## src/rtl/nv_nvdla_cacc_abuf_rmw_ctrl_pkg.sv

```systemverilog
// rtl/nv_nvdla_cacc_abuf_rmw_ctrl_pkg.sv - shared constants and pipeline-stage record for the abuf RMW controller
package nv_nvdla_cacc_abuf_rmw_ctrl_pkg;

  localparam int ABUF_AWIDTH_DEF = 6;
  localparam int LANES_DEF       = 8;
  localparam int ELEM_W_DEF      = 32;
  localparam int ACC_W           = LANES_DEF * ELEM_W_DEF;
  localparam int CREDIT_W        = 8;

  typedef struct packed {
    logic                       valid;
    logic [ABUF_AWIDTH_DEF-1:0] addr;
    logic                       first;
    logic                       last;
    logic [ACC_W-1:0]           data;
  } rmw_stage_t;

endpackage

```

## src/rtl/nv_nvdla_cacc_abuf_lane_add.sv

```systemverilog
// rtl/nv_nvdla_cacc_abuf_lane_add.sv - single-lane signed add; clamps instead of wrapping when NVDLA_CACC_ABUF_SAT_EN is defined
module nv_nvdla_cacc_abuf_lane_add #(
  parameter int ELEM_W = 32
) (
  input  logic [ELEM_W-1:0] a,
  input  logic [ELEM_W-1:0] b,
  output logic [ELEM_W-1:0] sum
`ifdef NVDLA_CACC_ABUF_SAT_EN
  , output logic            sat
`endif
);

`ifdef NVDLA_CACC_ABUF_SAT_EN
  logic [ELEM_W-1:0] raw;
  logic              ovf;

  assign raw = a + b;
  // overflow only when both operands share a sign and the result flips it
  assign ovf = (a[ELEM_W-1] == b[ELEM_W-1]) && (raw[ELEM_W-1] != a[ELEM_W-1]);
  assign sat = ovf;

  always_comb begin
    sum = raw;
    if (ovf) begin
      sum = a[ELEM_W-1] ? {1'b1, {(ELEM_W-1){1'b0}}} : {1'b0, {(ELEM_W-1){1'b1}}};
    end
  end
`else
  assign sum = a + b;
`endif

endmodule

```

## src/rtl/nv_nvdla_cacc_abuf_rmw_ctrl.sv

```systemverilog
// rtl/nv_nvdla_cacc_abuf_rmw_ctrl.sv - CACC abuf read-modify-write controller with write forwarding and delivery credits
// Optional NVDLA_CACC_ABUF_SAT_EN: lane saturation plus sticky sat_flag port.
module nv_nvdla_cacc_abuf_rmw_ctrl
  import nv_nvdla_cacc_abuf_rmw_ctrl_pkg::*;
#(
  parameter int ABUF_AWIDTH = ABUF_AWIDTH_DEF,
  parameter int LANES       = LANES_DEF,
  parameter int ELEM_W      = ELEM_W_DEF,
  parameter int CREDITS     = 16
) (
  input  logic                      nvdla_core_clk,
  input  logic                      nvdla_core_rstn,
  input  logic                      in_valid,
  output logic                      in_ready,
  input  logic [ABUF_AWIDTH-1:0]    in_addr,
  input  logic [LANES*ELEM_W-1:0]   in_data,
  input  logic                      in_first,
  input  logic                      in_last,
  output logic                      abuf_rd_en,
  output logic [ABUF_AWIDTH-1:0]    abuf_rd_addr,
  input  logic [LANES*ELEM_W-1:0]   abuf_rd_data,
  output logic                      abuf_wr_en,
  output logic [ABUF_AWIDTH-1:0]    abuf_wr_addr,
  output logic [LANES*ELEM_W-1:0]   abuf_wr_data,
  output logic                      out_valid,
  output logic [ABUF_AWIDTH-1:0]    out_addr,
  output logic [LANES*ELEM_W-1:0]   out_data,
  input  logic                      dlv_credit_ret
`ifdef NVDLA_CACC_ABUF_SAT_EN
  , output logic                    sat_flag
`endif
);

  localparam int DW = LANES * ELEM_W;

  logic                   accept;
  rmw_stage_t             stage_in;
  rmw_stage_t             s1;
  rmw_stage_t             s2;
  logic                   w2_valid;
  logic [ABUF_AWIDTH-1:0] w2_addr;
  logic [DW-1:0]          w2_data;
  logic [DW-1:0]          base;
  logic [DW-1:0]          sum;
  logic [CREDIT_W-1:0]    credit_cnt;
  logic                   consume;
  logic                   credit_back;
`ifdef NVDLA_CACC_ABUF_SAT_EN
  logic [LANES-1:0]       lane_sat;
`endif

  assign accept       = in_valid & in_ready;
  assign abuf_rd_en   = accept & ~in_first;
  assign abuf_rd_addr = in_addr;

  always_comb begin
    stage_in       = '0;
    stage_in.valid = accept;
    stage_in.addr  = in_addr;
    stage_in.first = in_first;
    stage_in.last  = in_last;
    stage_in.data  = in_data;
  end

  // Only the valid bits are reset; payload flops just follow the pipe.
  always_ff @(posedge nvdla_core_clk or negedge nvdla_core_rstn) begin
    if (!nvdla_core_rstn) begin
      s1.valid <= 1'b0;
      s2.valid <= 1'b0;
    end else begin
      s1 <= stage_in;
      s2 <= s1;
    end
  end

  // abuf_wr_* is the W1 forward register; W2 holds the write one cycle older,
  // whose SRAM write coincides with the array read and so returns stale data.
  always_comb begin
    base = abuf_rd_data;
    if (s2.first) begin
      base = '0;
    end else if (abuf_wr_en && (abuf_wr_addr == s2.addr)) begin
      base = abuf_wr_data;
    end else if (w2_valid && (w2_addr == s2.addr)) begin
      base = w2_data;
    end
  end

  for (genvar i = 0; i < LANES; i++) begin : g_lane
    nv_nvdla_cacc_abuf_lane_add #(.ELEM_W(ELEM_W)) u_add (
      .a   (base[i*ELEM_W +: ELEM_W]),
      .b   (s2.data[i*ELEM_W +: ELEM_W]),
      .sum (sum[i*ELEM_W +: ELEM_W])
`ifdef NVDLA_CACC_ABUF_SAT_EN
      , .sat (lane_sat[i])
`endif
    );
  end

  always_ff @(posedge nvdla_core_clk or negedge nvdla_core_rstn) begin
    if (!nvdla_core_rstn) begin
      abuf_wr_en <= 1'b0;
      out_valid  <= 1'b0;
      w2_valid   <= 1'b0;
    end else begin
      abuf_wr_en <= s2.valid;
      out_valid  <= s2.valid & s2.last;
      w2_valid   <= abuf_wr_en;
    end
  end

  always_ff @(posedge nvdla_core_clk) begin
    abuf_wr_addr <= s2.addr;
    abuf_wr_data <= sum;
    w2_addr      <= abuf_wr_addr;
    w2_data      <= abuf_wr_data;
  end

  assign out_addr = abuf_wr_addr;
  assign out_data = abuf_wr_data;

`ifdef NVDLA_CACC_ABUF_SAT_EN
  always_ff @(posedge nvdla_core_clk or negedge nvdla_core_rstn) begin
    if (!nvdla_core_rstn) begin
      sat_flag <= 1'b0;
    end else if (s2.valid && (|lane_sat)) begin
      sat_flag <= 1'b1;
    end
  end
`endif

  // A return arriving with the pool already full has no matching consume.
  assign in_ready    = (credit_cnt != '0);
  assign consume     = accept & in_last;
  assign credit_back = dlv_credit_ret & (credit_cnt != CREDIT_W'(CREDITS));

  always_ff @(posedge nvdla_core_clk or negedge nvdla_core_rstn) begin
    if (!nvdla_core_rstn) begin
      credit_cnt <= CREDIT_W'(CREDITS);
    end else if (consume && !dlv_credit_ret) begin
      credit_cnt <= credit_cnt - 1'b1;
    end else if (credit_back && !consume) begin
      credit_cnt <= credit_cnt + 1'b1;
    end
  end

endmodule

```

## config.mk

```make
export PLATFORM = sky130hd
export DESIGN_NAME = nv_nvdla_cacc_abuf_rmw_ctrl
export DESIGN_NICKNAME = d
export VERILOG_FILES = /design/src/rtl/nv_nvdla_cacc_abuf_rmw_ctrl_pkg.sv /design/src/rtl/nv_nvdla_cacc_abuf_lane_add.sv /design/src/rtl/nv_nvdla_cacc_abuf_rmw_ctrl.sv
export SDC_FILE = /design/constraint.sdc
export NUM_CORES = 2
export LEC_CHECK = 0
export ABC_AREA = 0
export CAP_MARGIN = 20
export CORE_AREA = 4 4 410 412
export DETAILED_ROUTE_END_ITERATION = 7
export DIE_AREA = 0 0 414 416
export SYNTH_ARGS = -nofsm -noshare
export SYNTH_HDL_FRONTEND = slang
export SYNTH_SLANG_ARGS = --single-unit
```

## constraint.sdc

```tcl
create_clock -name nvdla_core_clk -period 4.6 [get_ports nvdla_core_clk]
set_input_delay 0.69 -clock nvdla_core_clk [delete_from_list [all_inputs] [get_ports nvdla_core_clk]]
set_output_delay 0.69 -clock nvdla_core_clk [all_outputs]
set_load 0.01 [all_outputs]
```

==> run_results.csv <==
group,metric,value,unit
logic_synthesis,synth_edf_count,528,
power_and_ir_drop,internal-power,20.63,mW
timing,clock_skew,26.53,ps
power_and_ir_drop,p_clk_frac,0.323,
cts,cts_root_buffer,"clkbuf_16",
die,chipHeight,416,um
power_and_ir_drop,swShare,0.2884,
power_and_ir_drop,p_seq_frac,0.448,
timing,fmax,221.7,MHz
place,portBuffers,1057,
logic_synthesis,yosys-top-cells-area,"edfxtp_1 34%, dfxtp_1 22%, ha_1 6.8%",
logic_synthesis,synth_top_area_frac,0.3374,
logic_synthesis,ys_types,76,
cts,clk_pin_slew_worst_paths,60,ps
logic_synthesis,yosysSeqAreaShare,0.5676,
drt,drt_iter0_drc,2359,
worst_setup_path,crit_buf_inv,5,
power_and_ir_drop,vdd_ir_drop_max,301.4,uV
global_route,first_global_vias,34180,
worst_setup_path,crit_arrival,5150,ps
drt,detail-route-antenna-nets,0,
timing,finalCriticalPeriod,4510,ps
power_and_ir_drop,cellLeakagePower,24.95,nW
global_route,grt_max_degree,79,
timing,fin_hold_ws,356.2,ps
layout,final_layout_size_suffix_gt1_frac,0.1208,
cts,cts.sinks,1065,
die,core_area,0.1644,mm^2
logic_synthesis,synth_top_area_cell,"edfxtp_1",
global_route,grt_overflow_total,0,
job,drv_cap,0,
place,hpwl,133.8,mm
worst_setup_path,slowest_delay,420,ps
drt,drt_pre_antenna_iters,7,
global_route,grt_pass1_wl,237.8,mm
logic_synthesis,ys_warn_count,0,
cts,cts_made_buffers,115,
timing,timing.final.crit_share,0.9805,
worst_setup_path,critical_path_class,"register to register",
die,rows,149,
logic_synthesis,synth_cells,3950,
timing,setup_viol,0,
power_and_ir_drop,power,28.99,mW
cts,cts_buffer_depth,3,
die,chipWidth,414,um
power_and_ir_drop,powerDensity,446.1,mW/mm^2
timing,setup_ws,89.72,ps
die,num_io_pins,1058,
timing,slew_viol_final,0,
global_route,grt_antenna_before_repair,36,
power_and_ir_drop,combPwrFrac,0.229,
run_status,status,"completed",
cts,cts_htree_levels,3,
worst_setup_path,crit_family,"compound AO/OA/AOI/OAI gates",
logic_synthesis,syn_area,0.04699,mm^2
place,gp_congestion,0.9137,
layout,final_area,0.06499,mm^2
worst_setup_path,crit_fanout,4,
drt,vias_per_cell,4.686,
drt,routedWlPerCell,22.91,um
logic_synthesis,synthTopCellsByCount,"528 x edfxtp_1, 524 x dfxtp_1, 387 x nor2_1",
drt,drt_wl_total,167.8,mm
worst_setup_path,crit_slowest_cell,"edfxtp_1",
die,initial_utilization,0.2858,
layout,nets,5803,
timing,tightest_slew,914.7,ps
timing,rsz0062_at_grt,"true",
drt,num_vias,34310,
timing,hold_viol_final,0,
power_and_ir_drop,p_sw,8.361,mW
cts,hold_buffers,0,
layout,area_growth,38.30,%
worst_setup_path,start_kind,"register",
place,place_ws,-518.5,ps
worst_setup_path,cp_data_required_time,5240,ps
worst_setup_path,worstSetupEndpointType,"register",
logic_synthesis,synth_most_common_cell,"edfxtp_1",
logic_synthesis,syn-mean-instance-area,11.90,um^2
drt,drc,0,
cts,worstSkewPairLatency,720,ps
layout,final_util,0.3953,
min_path,worstHoldPathType,"register to register",
logic_synthesis,async_reset_ff_frac,0.01221,
die,dieArea,0.1722,mm^2
logic_synthesis,synthesis.nets,4737,
logic_synthesis,synth-seq-cells,1065,
worst_setup_path,path_cells,"xnor2_1 > nand4_1 > nor4_4 > buf_6 > buf_12 > buf_12 > mux2i_4 > a211oi_2 > ha_2 > fa_2 > a21o_1 > a31oi_4 > nor3_2 > buf_4 > a2111o_1 > a41oi_2 > buf_6 > a31oi_4 > a21o_1 > a41oi_2 > xnor2_1",
place,placedInstanceArea,0.06007,mm^2
logic_synthesis,synthFlopType,"edfxtp_1",
global_route,grtUsageTotal,0.1850,
cts,cts_tree,"done",
timing,slew_headroom,0.3902,
==> per-layer routing <==
metal / vias up / global-route usage / wire [um]
li1: 16460 / - / -
met1: 16660 / 0.2200 / 68010
met2: 967 / 0.3380 / 87150
met3: 208 / 0.03678 / 8205
met4: 12 / 0.05066 / 4307
met5: - / 0 / 80
==> kinds of logic after synthesis <==
| family | Yosys count | synth area share |
|---|---|---|
| buffers and inverters | 459 | 0.05895 |
| AND/OR/NAND/NOR | 728 | 0.06781 |
| adder cells (fa/ha/maj) | 263 | 0.07146 |
| XOR/XNOR | 252 | 0.04697 |
| AO/OA/AOI/OAI | 926 | 0.1325 |
| flip-flops | 1065 | 0.5676 |
| multiplexers | 257 | 0.05477 |
==> cell type report <==
type	count	area, um^2
fill	15730	99440
timing repair buffer	1360	13330
clock inverter	61	585.6
clock buffer	158	3254
tap	2189	2739
sequential	1065	26670
multi-input combinational	2426	18200
antenna	14	35.03
inverter	48	180.2
==> power groups by stage <==
stage | Combinational, mW | Sequential [mW] | Clock [mW]
after floorplan | 3.12 | 12.7 | 0
after global placement | 6.49 | 13.2 | 0
after detailed placement | 6.50 | 13.2 | 0
after CTS | 6.58 | 13.0 | 9.65
after global routing | 7.09 | 13.1 | 10.0
final | 6.63 | 13.0 | 9.38
==> metrics by stage <==
| step | TNS (ps) | cells |
|---|---|---|
| after CTS | -46.78 | 7275 |
| after detailed placement | -3289 | 7049 |
| after global placement | -2884 | 7049 |
| final | 0 | 7321 |
| after global routing | -2199 | 7317 |
| after floorplan | 0 | 3950 |
==> worst reg2reg max path: cells and delay by family, from the launching register on <==
kind                       cells  cell delay (ps)
and+or+nand+nor                3              420
DFF                            1              420
adders and majority gates      2              620
muxes                          1              220
xor gates and xnor gates       2              340
AOI/OAI and AO/OA              8             1750
buffers and inverters          5              700
==> state kept, by name, summed over array words and instances (netlist names) <==
name and cells:
w2_valid 1, w2_data 256, abuf_wr_en 1, credit_cnt 8, out_valid 1, abuf_wr_data 256, abuf_wr_addr 6, s2 265
w2_addr 6, s1 265
==> cell usage in the layout, fill, tap and decap left out, types with 25 or more instances in the layout <==
cell             instances
ha_1                   248
a211oi_2                26
nand3_1                 38
inv_1                   48
clkbuf_16              119
clkbuf_1                26
dfxtp_1                524
a211oi_1               268
clkdlybuf4s50_1       1056
a21o_1                 103
nand2_1                142
nor2_1                 382
mux2i_1                246
buf_12                  32
a21oi_1                193
xor2_1                  84
xnor2_1                166
nand4_1                 30
nor2b_1                 25
o21bai_1                31
o21ai_0                106
edfxtp_1               528
buf_4                  259
==> timing repair <==
action | CTS | global route
setup buffers | 6 | 32
hold endpoints to repair | 0 | 0
resized for setup | 40 | 136
endpoints found under the setup margin | 42 | 81
gates cloned | 1 | 0
pin swaps | 14 | 44
==> final timing paths <==
kind	from	end	slack, ps	cells after the start
worst max-delay path	s2[262]	abuf_wr_data[158]	90	21
worst min-delay path	s1[264]	s2[264]	360	0
worst max register to register	s2[262]	abuf_wr_data[158]	90	21
worst min register to register	s1[264]	s2[264]	360	0
max in group asynchronous	nvdla_core_rstn	credit_cnt[4]	3510	2
min in group asynchronous	nvdla_core_rstn	s2[264]	760	2
(Power assumes the default switching activity.)
